## src/rtl/ysyx_23060236_trap_sequencer_pkg.sv

```systemverilog
// Shared definitions for the trap sequencer: CSR addresses, cause codes,
// mstatus bit positions and the sequencer state encoding.
package ysyx_23060236_trap_sequencer_pkg;

    // CSR addresses touched by trap entry/exit
    localparam logic [11:0] CSR_MSTATUS = 12'h300;
    localparam logic [11:0] CSR_MTVEC   = 12'h305;
    localparam logic [11:0] CSR_MEPC    = 12'h341;
    localparam logic [11:0] CSR_MCAUSE  = 12'h342;

    // Exception / interrupt codes
    localparam int CAUSE_ILLEGAL = 2;
    localparam int CAUSE_ECALL_M = 11;
    localparam int CAUSE_MTIMER  = 7;

    // mstatus fields
    localparam int MSTATUS_MIE    = 3;
    localparam int MSTATUS_MPIE   = 7;
    localparam int MSTATUS_MPP_LO = 11;
    localparam int MSTATUS_MPP_HI = 12;

    // Sequencer states
    typedef enum logic [2:0] {
        ST_IDLE   = 3'd0,
        ST_EPC    = 3'd1,
        ST_CAUSE  = 3'd2,
        ST_STATUS = 3'd3,
        ST_MSTAT  = 3'd4,
        ST_JUMP   = 3'd5
    } state_e;

endpackage

```

## src/rtl/ysyx_23060236_trap_sequencer_mstatus_xform.sv

```systemverilog
// Combinational mstatus rewrite for trap entry (is_mret_i = 0) and
// mret (is_mret_i = 1). MPP is forced to machine mode in both cases.
module ysyx_23060236_mstatus_xform
    import ysyx_23060236_trap_sequencer_pkg::*;
#(
    parameter int XLEN = 32
) (
    input  logic [XLEN-1:0] rdata_i,
    input  logic            is_mret_i,
    output logic [XLEN-1:0] mstatus_o
);

    // Move the interrupt-enable stack one way or the other
    always_comb begin
        mstatus_o = rdata_i;
        if (is_mret_i) begin
            mstatus_o[MSTATUS_MIE]  = rdata_i[MSTATUS_MPIE];
            mstatus_o[MSTATUS_MPIE] = 1'b1;
        end else begin
            mstatus_o[MSTATUS_MPIE] = rdata_i[MSTATUS_MIE];
            mstatus_o[MSTATUS_MIE]  = 1'b0;
        end
        mstatus_o[MSTATUS_MPP_HI:MSTATUS_MPP_LO] = 2'b11;
    end

endmodule

```

## src/rtl/ysyx_23060236_trap_sequencer.sv

```systemverilog
// Trap sequencer: arbitrates the single CSR write port between ordinary
// CSR-instruction writes and multi-cycle trap entry / mret sequences, and
// issues a one-cycle PC redirect when a sequence finishes.
// Optional: define YSYX_23060236_TRAP_VECTORED_EN to honour vectored
// mtvec mode for interrupts.
module ysyx_23060236_trap_sequencer
    import ysyx_23060236_trap_sequencer_pkg::*;
#(
    parameter int XLEN    = 32,
    parameter int CAUSE_W = 6
) (
    input  logic               clock_i,
    input  logic               reset_ni,
    input  logic               req_valid_i,
    output logic               req_ready_o,
    input  logic [XLEN-1:0]    req_pc_i,
    input  logic               req_exc_i,
    input  logic [CAUSE_W-1:0] req_cause_i,
    input  logic               req_mret_i,
    input  logic               req_csr_wen_i,
    input  logic [11:0]        req_csr_addr_i,
    input  logic [XLEN-1:0]    req_csr_wdata_i,
    input  logic               irq_timer_i,
    output logic [11:0]        csr_raddr_o,
    input  logic [XLEN-1:0]    csr_rdata_i,
    output logic               csr_wen_o,
    output logic [11:0]        csr_waddr_o,
    output logic [XLEN-1:0]    csr_wdata_o,
    output logic               redirect_valid_o,
    output logic [XLEN-1:0]    redirect_pc_o,
    output logic               busy_o
);

    state_e             state_q, state_d;
    logic [XLEN-1:0]    epc_q, epc_d;
    logic [CAUSE_W:0]   cause_q, cause_d;      // MSB = interrupt flag
    logic               jump_mret_q, jump_mret_d;

    logic               handshake;
    logic               irq_take;
    logic [XLEN-1:0]    mstatus_new;
    logic [XLEN-1:0]    jump_target;

    // In IDLE csr_raddr points at mstatus, so rdata carries the live MIE bit
    assign handshake = req_valid_i && (state_q == ST_IDLE);
    assign irq_take  = irq_timer_i && csr_rdata_i[MSTATUS_MIE];

    ysyx_23060236_mstatus_xform #(
        .XLEN (XLEN)
    ) u_mstatus_xform (
        .rdata_i   (csr_rdata_i),
        .is_mret_i (state_q == ST_MSTAT),
        .mstatus_o (mstatus_new)
    );

    // State and latched trap context; reset abandons any sequence in flight
    always_ff @(posedge clock_i or negedge reset_ni) begin
        if (!reset_ni) begin
            state_q     <= ST_IDLE;
            epc_q       <= '0;
            cause_q     <= '0;
            jump_mret_q <= 1'b0;
        end else begin
            state_q     <= state_d;
            epc_q       <= epc_d;
            cause_q     <= cause_d;
            jump_mret_q <= jump_mret_d;
        end
    end

    // Next-state selection: exception > mret > timer irq > plain commit
    always_comb begin
        state_d     = state_q;
        epc_d       = epc_q;
        cause_d     = cause_q;
        jump_mret_d = jump_mret_q;
        unique case (state_q)
            ST_IDLE: begin
                if (handshake) begin
                    if (req_exc_i) begin
                        epc_d       = req_pc_i;
                        cause_d     = {1'b0, req_cause_i};
                        jump_mret_d = 1'b0;
                        state_d     = ST_EPC;
                    end else if (req_mret_i) begin
                        jump_mret_d = 1'b1;
                        state_d     = ST_MSTAT;
                    end else if (irq_take) begin
                        epc_d       = req_pc_i;
                        cause_d     = {1'b1, CAUSE_W'(CAUSE_MTIMER)};
                        jump_mret_d = 1'b0;
                        state_d     = ST_EPC;
                    end
                end
            end
            ST_EPC:    state_d = ST_CAUSE;
            ST_CAUSE:  state_d = ST_STATUS;
            ST_STATUS: state_d = ST_JUMP;
            ST_MSTAT:  state_d = ST_JUMP;
            ST_JUMP:   state_d = ST_IDLE;
            default:   state_d = ST_IDLE;
        endcase
    end

    // Redirect target: mtvec base (optionally vectored for interrupts) or mepc
    always_comb begin
        jump_target = {csr_rdata_i[XLEN-1:2], 2'b00};
`ifdef YSYX_23060236_TRAP_VECTORED_EN
        if (!jump_mret_q && cause_q[CAUSE_W] && (csr_rdata_i[1:0] == 2'b01)) begin
            jump_target = {csr_rdata_i[XLEN-1:2], 2'b00}
                        + (XLEN'(cause_q[CAUSE_W-1:0]) << 2);
        end
`endif
    end

    // Per-state CSR port, handshake and redirect outputs; all quiet in reset
    always_comb begin
        req_ready_o      = 1'b0;
        csr_raddr_o      = '0;
        csr_wen_o        = 1'b0;
        csr_waddr_o      = '0;
        csr_wdata_o      = '0;
        redirect_valid_o = 1'b0;
        redirect_pc_o    = '0;
        busy_o           = 1'b0;
        if (reset_ni) begin
            busy_o = (state_q != ST_IDLE);
            unique case (state_q)
                ST_IDLE: begin
                    req_ready_o = 1'b1;
                    csr_raddr_o = CSR_MSTATUS;
                    if (req_valid_i && !req_exc_i && !req_mret_i && !irq_take
                        && req_csr_wen_i) begin
                        csr_wen_o   = 1'b1;
                        csr_waddr_o = req_csr_addr_i;
                        csr_wdata_o = req_csr_wdata_i;
                    end
                end
                ST_EPC: begin
                    csr_wen_o   = 1'b1;
                    csr_waddr_o = CSR_MEPC;
                    csr_wdata_o = epc_q;
                end
                ST_CAUSE: begin
                    csr_wen_o   = 1'b1;
                    csr_waddr_o = CSR_MCAUSE;
                    csr_wdata_o = {cause_q[CAUSE_W], {(XLEN-CAUSE_W-1){1'b0}},
                                   cause_q[CAUSE_W-1:0]};
                end
                ST_STATUS, ST_MSTAT: begin
                    csr_raddr_o = CSR_MSTATUS;
                    csr_wen_o   = 1'b1;
                    csr_waddr_o = CSR_MSTATUS;
                    csr_wdata_o = mstatus_new;
                end
                ST_JUMP: begin
                    csr_raddr_o      = jump_mret_q ? CSR_MEPC : CSR_MTVEC;
                    redirect_valid_o = 1'b1;
                    redirect_pc_o    = jump_target;
                end
                default: ;
            endcase
        end
    end

endmodule
```

## config.mk

```make
export PLATFORM = sky130hd
export DESIGN_NAME = ysyx_23060236_trap_sequencer
export DESIGN_NICKNAME = d
export VERILOG_FILES = /design/src/rtl/ysyx_23060236_trap_sequencer_pkg.sv /design/src/rtl/ysyx_23060236_trap_sequencer_mstatus_xform.sv /design/src/rtl/ysyx_23060236_trap_sequencer.sv
export SDC_FILE = /design/constraint.sdc
export NUM_CORES = 1
export LEC_CHECK = 0
export CAP_MARGIN = 20
export CORE_UTILIZATION = 35
export CTS_CLUSTER_DIAMETER = 120
export DETAILED_ROUTE_END_ITERATION = 10
export HOLD_SLACK_MARGIN = 0.15
export PLACE_DENSITY = 0.83
export SLEW_MARGIN = 5
export SYNTH_ARGS = -nofsm -noshare
export SYNTH_HDL_FRONTEND = slang
export SYNTH_HIERARCHICAL = 1
export SYNTH_SLANG_ARGS = --single-unit
```

## constraint.sdc

```tcl
create_clock -name clock_i -period 1.91 [get_ports clock_i]
set_input_delay 0.382 -clock clock_i [delete_from_list [all_inputs] [get_ports clock_i]]
set_output_delay 0.382 -clock clock_i [all_outputs]
set_load 0.05 [all_outputs]
```

==> metrics.md <==
| Metric | Value |
|---|---|
| Post-Syn Area | `3570 sq um` |
| Slew Viols, Final | `0` |
| Worst-Skew Late Latency | `0.31 ns` |
| H-tree lvl count | `2` |
| Share of post-route cells with drive strength above 1 | `60.1%` |
| CP Capture Type | `output pin` |
| Core Region | `9820 sq um` |
| Die W | `103 um` |
| Num CTS Buffers | `5` |
| Delay-heaviest family, CP | `buffers and inverters` |
| Most used routing layer | `met2` |
| Critical path class | `flip-flop to output pin` |
| Vias in the first global route | `4743` |
| Largest net degree at the start of global routing | `30` |
| CTS max path bufs | `2` |
| Yosys warning count | `6` |
| Worst hold-check path type | `input pin to async pin` |
| Synth Register Bits | `43` |
| Layout Skew | `0.0176 ns` |
| WP buf/inv | `3` |
| IO buf count | `203` |
| Worst hold slack | `0.222 ns` |
| Synth top area cells | `dfrtp_1 30%, mux2_2 12%, buf_4 8.8%, mux2_1 8.2%, nand4_1 6.0%` |
| Worst path required time | `1.53 ns` |
| Leak pwr | `3.27 nW` |
| Gp weighted congestion | `0.837` |
| PD cells | `1260 nW/um^2` |
| Routed vias/inst | `6.01` |
| Post-synth top area share | `30.1%` |
| CTS tree | `done` |
| CTS root buffer | `clkbuf_8` |
| Clock-pin slew on the worst setup and hold paths | `0.10 ns` |
| Met2 usage | `62.7%` |
| Ys async rst share | `100%` |
| Initial drt markers | `306` |
| Worst Path Max Fanout | `14` |
| Worst path slowest cell | `dfrtp_2` |
| Gate Count Post-Synth | `390` |
| Average cell area after synthesis | `9.15 sq um` |
| Hold Vio Cnt, Final | `0` |
| Num rows | `36` |
| Clock Sinks | `43` |
| Max stage delay on crit path | `0.55 ns` |
| CP arrival | `2.14 ns` |
| Met1 usage | `34.8%` |
| Setup ws final | `-0.612 ns` |
| RSZ-0062 raised after global routing | `yes` |
| Layout area overhead | `135%` |
| GRT Overall Usage | `34.4%` |
| Critical Path Source Type | `flip-flop` |
| Max-Cap Viols | `0` |
| Die ar. | `10600 sq um` |
| Post-synth EDFFs | `0` |
| Max frequency | `397 MHz` |
| CP cell instances | `buf_6, nor2b_1, buf_4, nand2_1, a31oi_4, buf_12` |
| Failing checks | `setup timing` |
| Total vias in the final route | `4608` |
| Main synth FF type | `dfrtp_1` |
| Fin crit share | `132%` |
| Die H | `103 um` |
| Remaining DRCs | `0` |
| Post-synth cell types | `39` |
| Status | `complete, but fails checks` |
| Final nets | `754` |
| Post-synth top area cell | `dfrtp_1` |
| M3 GR Usage | `9.83%` |
| I/O pin total | `213` |
| GRT overflow | `0` |
| Most numerous cell in the Yosys netlist | `dfrtp_1` |
| Antenna cell count | `0` |
| R2R depth | `8` |
| Final setup violation count | `122` |
| Dpl hpwl | `11700 um` |
| Final WL | `20500 um` |
| WP depth | `6` |
| Commonest cells post-synth | `43 x dfrtp_1, 42 x buf_4, 38 x mux2_2, 34 x nand4_1` |
| Pre-Repair DR Iteration Count | `4` |
| Avg WL per Cell | `26.7 um` |
| Final core occ | `85.5%` |
| Post-DP Area | `7390 sq um` |
| Post-synthesis sequential area ratio | `30.1%` |
| Starting Density | `36.4%` |
| Final ANT Viol Nets | `0` |
| Design Area, Final | `8390 sq um` |
| Peak VDD IR | `0.752 mV` |
| Initial antenna violation count | `0` |
| Post-layout min period | `2.52 ns` |
| Setup WS pre-CTS | `-0.439 ns` |
| Global-route wire length before repair | `26900 um` |
[layout by cell type (no fill, tap or decap), types with 3 or more instances in the layout]
master and instances:
clkdlybuf4s50_1 115, buf_12 100, buf_4 59, dfrtp_1 40, nand4_1 34, mux2_4 34, and2_4 32, a21oi_4 30
mux2_2 30, a22oi_2 19, buf_6 15, nand2_1 13, conb_1 11, and3_4 8, a31oi_4 7, a22oi_1 6
a32oi_1 5, clkbuf_8 5, buf_8 5, nor2b_4 3, o21ai_4 3, o22a_1 3, dfrtp_2 3
[cell families after synthesis]
group | count (synthesis) | synth area share (%)
AND/OR/NAND/NOR | 112 | 19.1
AO/OA/AOI/OAI | 89 | 16.5
buffers and inverters | 80 | 13.8
multiplexers | 64 | 20.2
flip-flops | 43 | 30.1
other | 2 | 0.210
[power breakdown]
group | internal (W) | total [W] | switching [W]
logic | 0.00407 | 0.00808 | 0.00401
registers | 0.00137 | 0.00178 | 0.000408
clock network | 0.000391 | 0.000760 | 0.000370
total | 0.00583 | 0.0106 | 0.00478
[worst min-delay path: stages]
cell and delay (ns):
buf_2 0.14, buf_4 0.16, buf_4 0.22
[area by class of cell]
type,instances,area [sq um]
inverters,2,7.51
repair buffers,305,4040
fillers,441,1430
well taps,133,166
clock inverters,3,43.8
clock buffers,5,68.8
multi-input cells,276,2990
flip-flops and latches,43,1080
[repair_timing]
action	CTS	global route
buffers inserted	18	11
pin swaps	29	37
hold buffers	1	0
cloned	7	2
endpoints found under the setup margin	115	122
resized for setup	87	65
endpoints found under the hold margin	2	0
[metrics by stage]
stage / setup TNS, ns / instances / power (W)
after floorplan: -5.20 / 399 / 0.00561
after global placement: -26.66 / 729 / 0.00810
after detailed placement: -30.39 / 729 / 0.00833
after CTS: -37.63 / 761 / 0.00999
after global routing: -44.20 / 767 / 0.0109
final: -40.08 / 767 / 0.0106
[per-layer routing]
layer	part of all wire [%]	routed length, um
met1	35	7090
met2	51	10500
met3	8.1	1650
met4	6.0	1230
met5	0	0
[flip-flops by register name (all words and copies together) (netlist names)]
signal       cells
state_q          3
jump_mret_q      1
epc_q           32
cause_q          7
[path summary, 6_finish.rpt]
path | slack, ns | end | start
max in group asynchronous | 1.13 | cause_q[5] | reset_ni
hold / removal | 0.22 | state_q[1] | reset_ni
setup / recovery | -0.61 | csr_wdata_o[2] | state_q[1]
min in group clock_i | 0.52 | epc_q[27] | epc_q[27]
setup reg to reg | -0.26 | epc_q[12] | state_q[1]
hold reg to reg | 0.52 | epc_q[27] | epc_q[27]
Note: power is estimated with default switching activity, not from simulation.
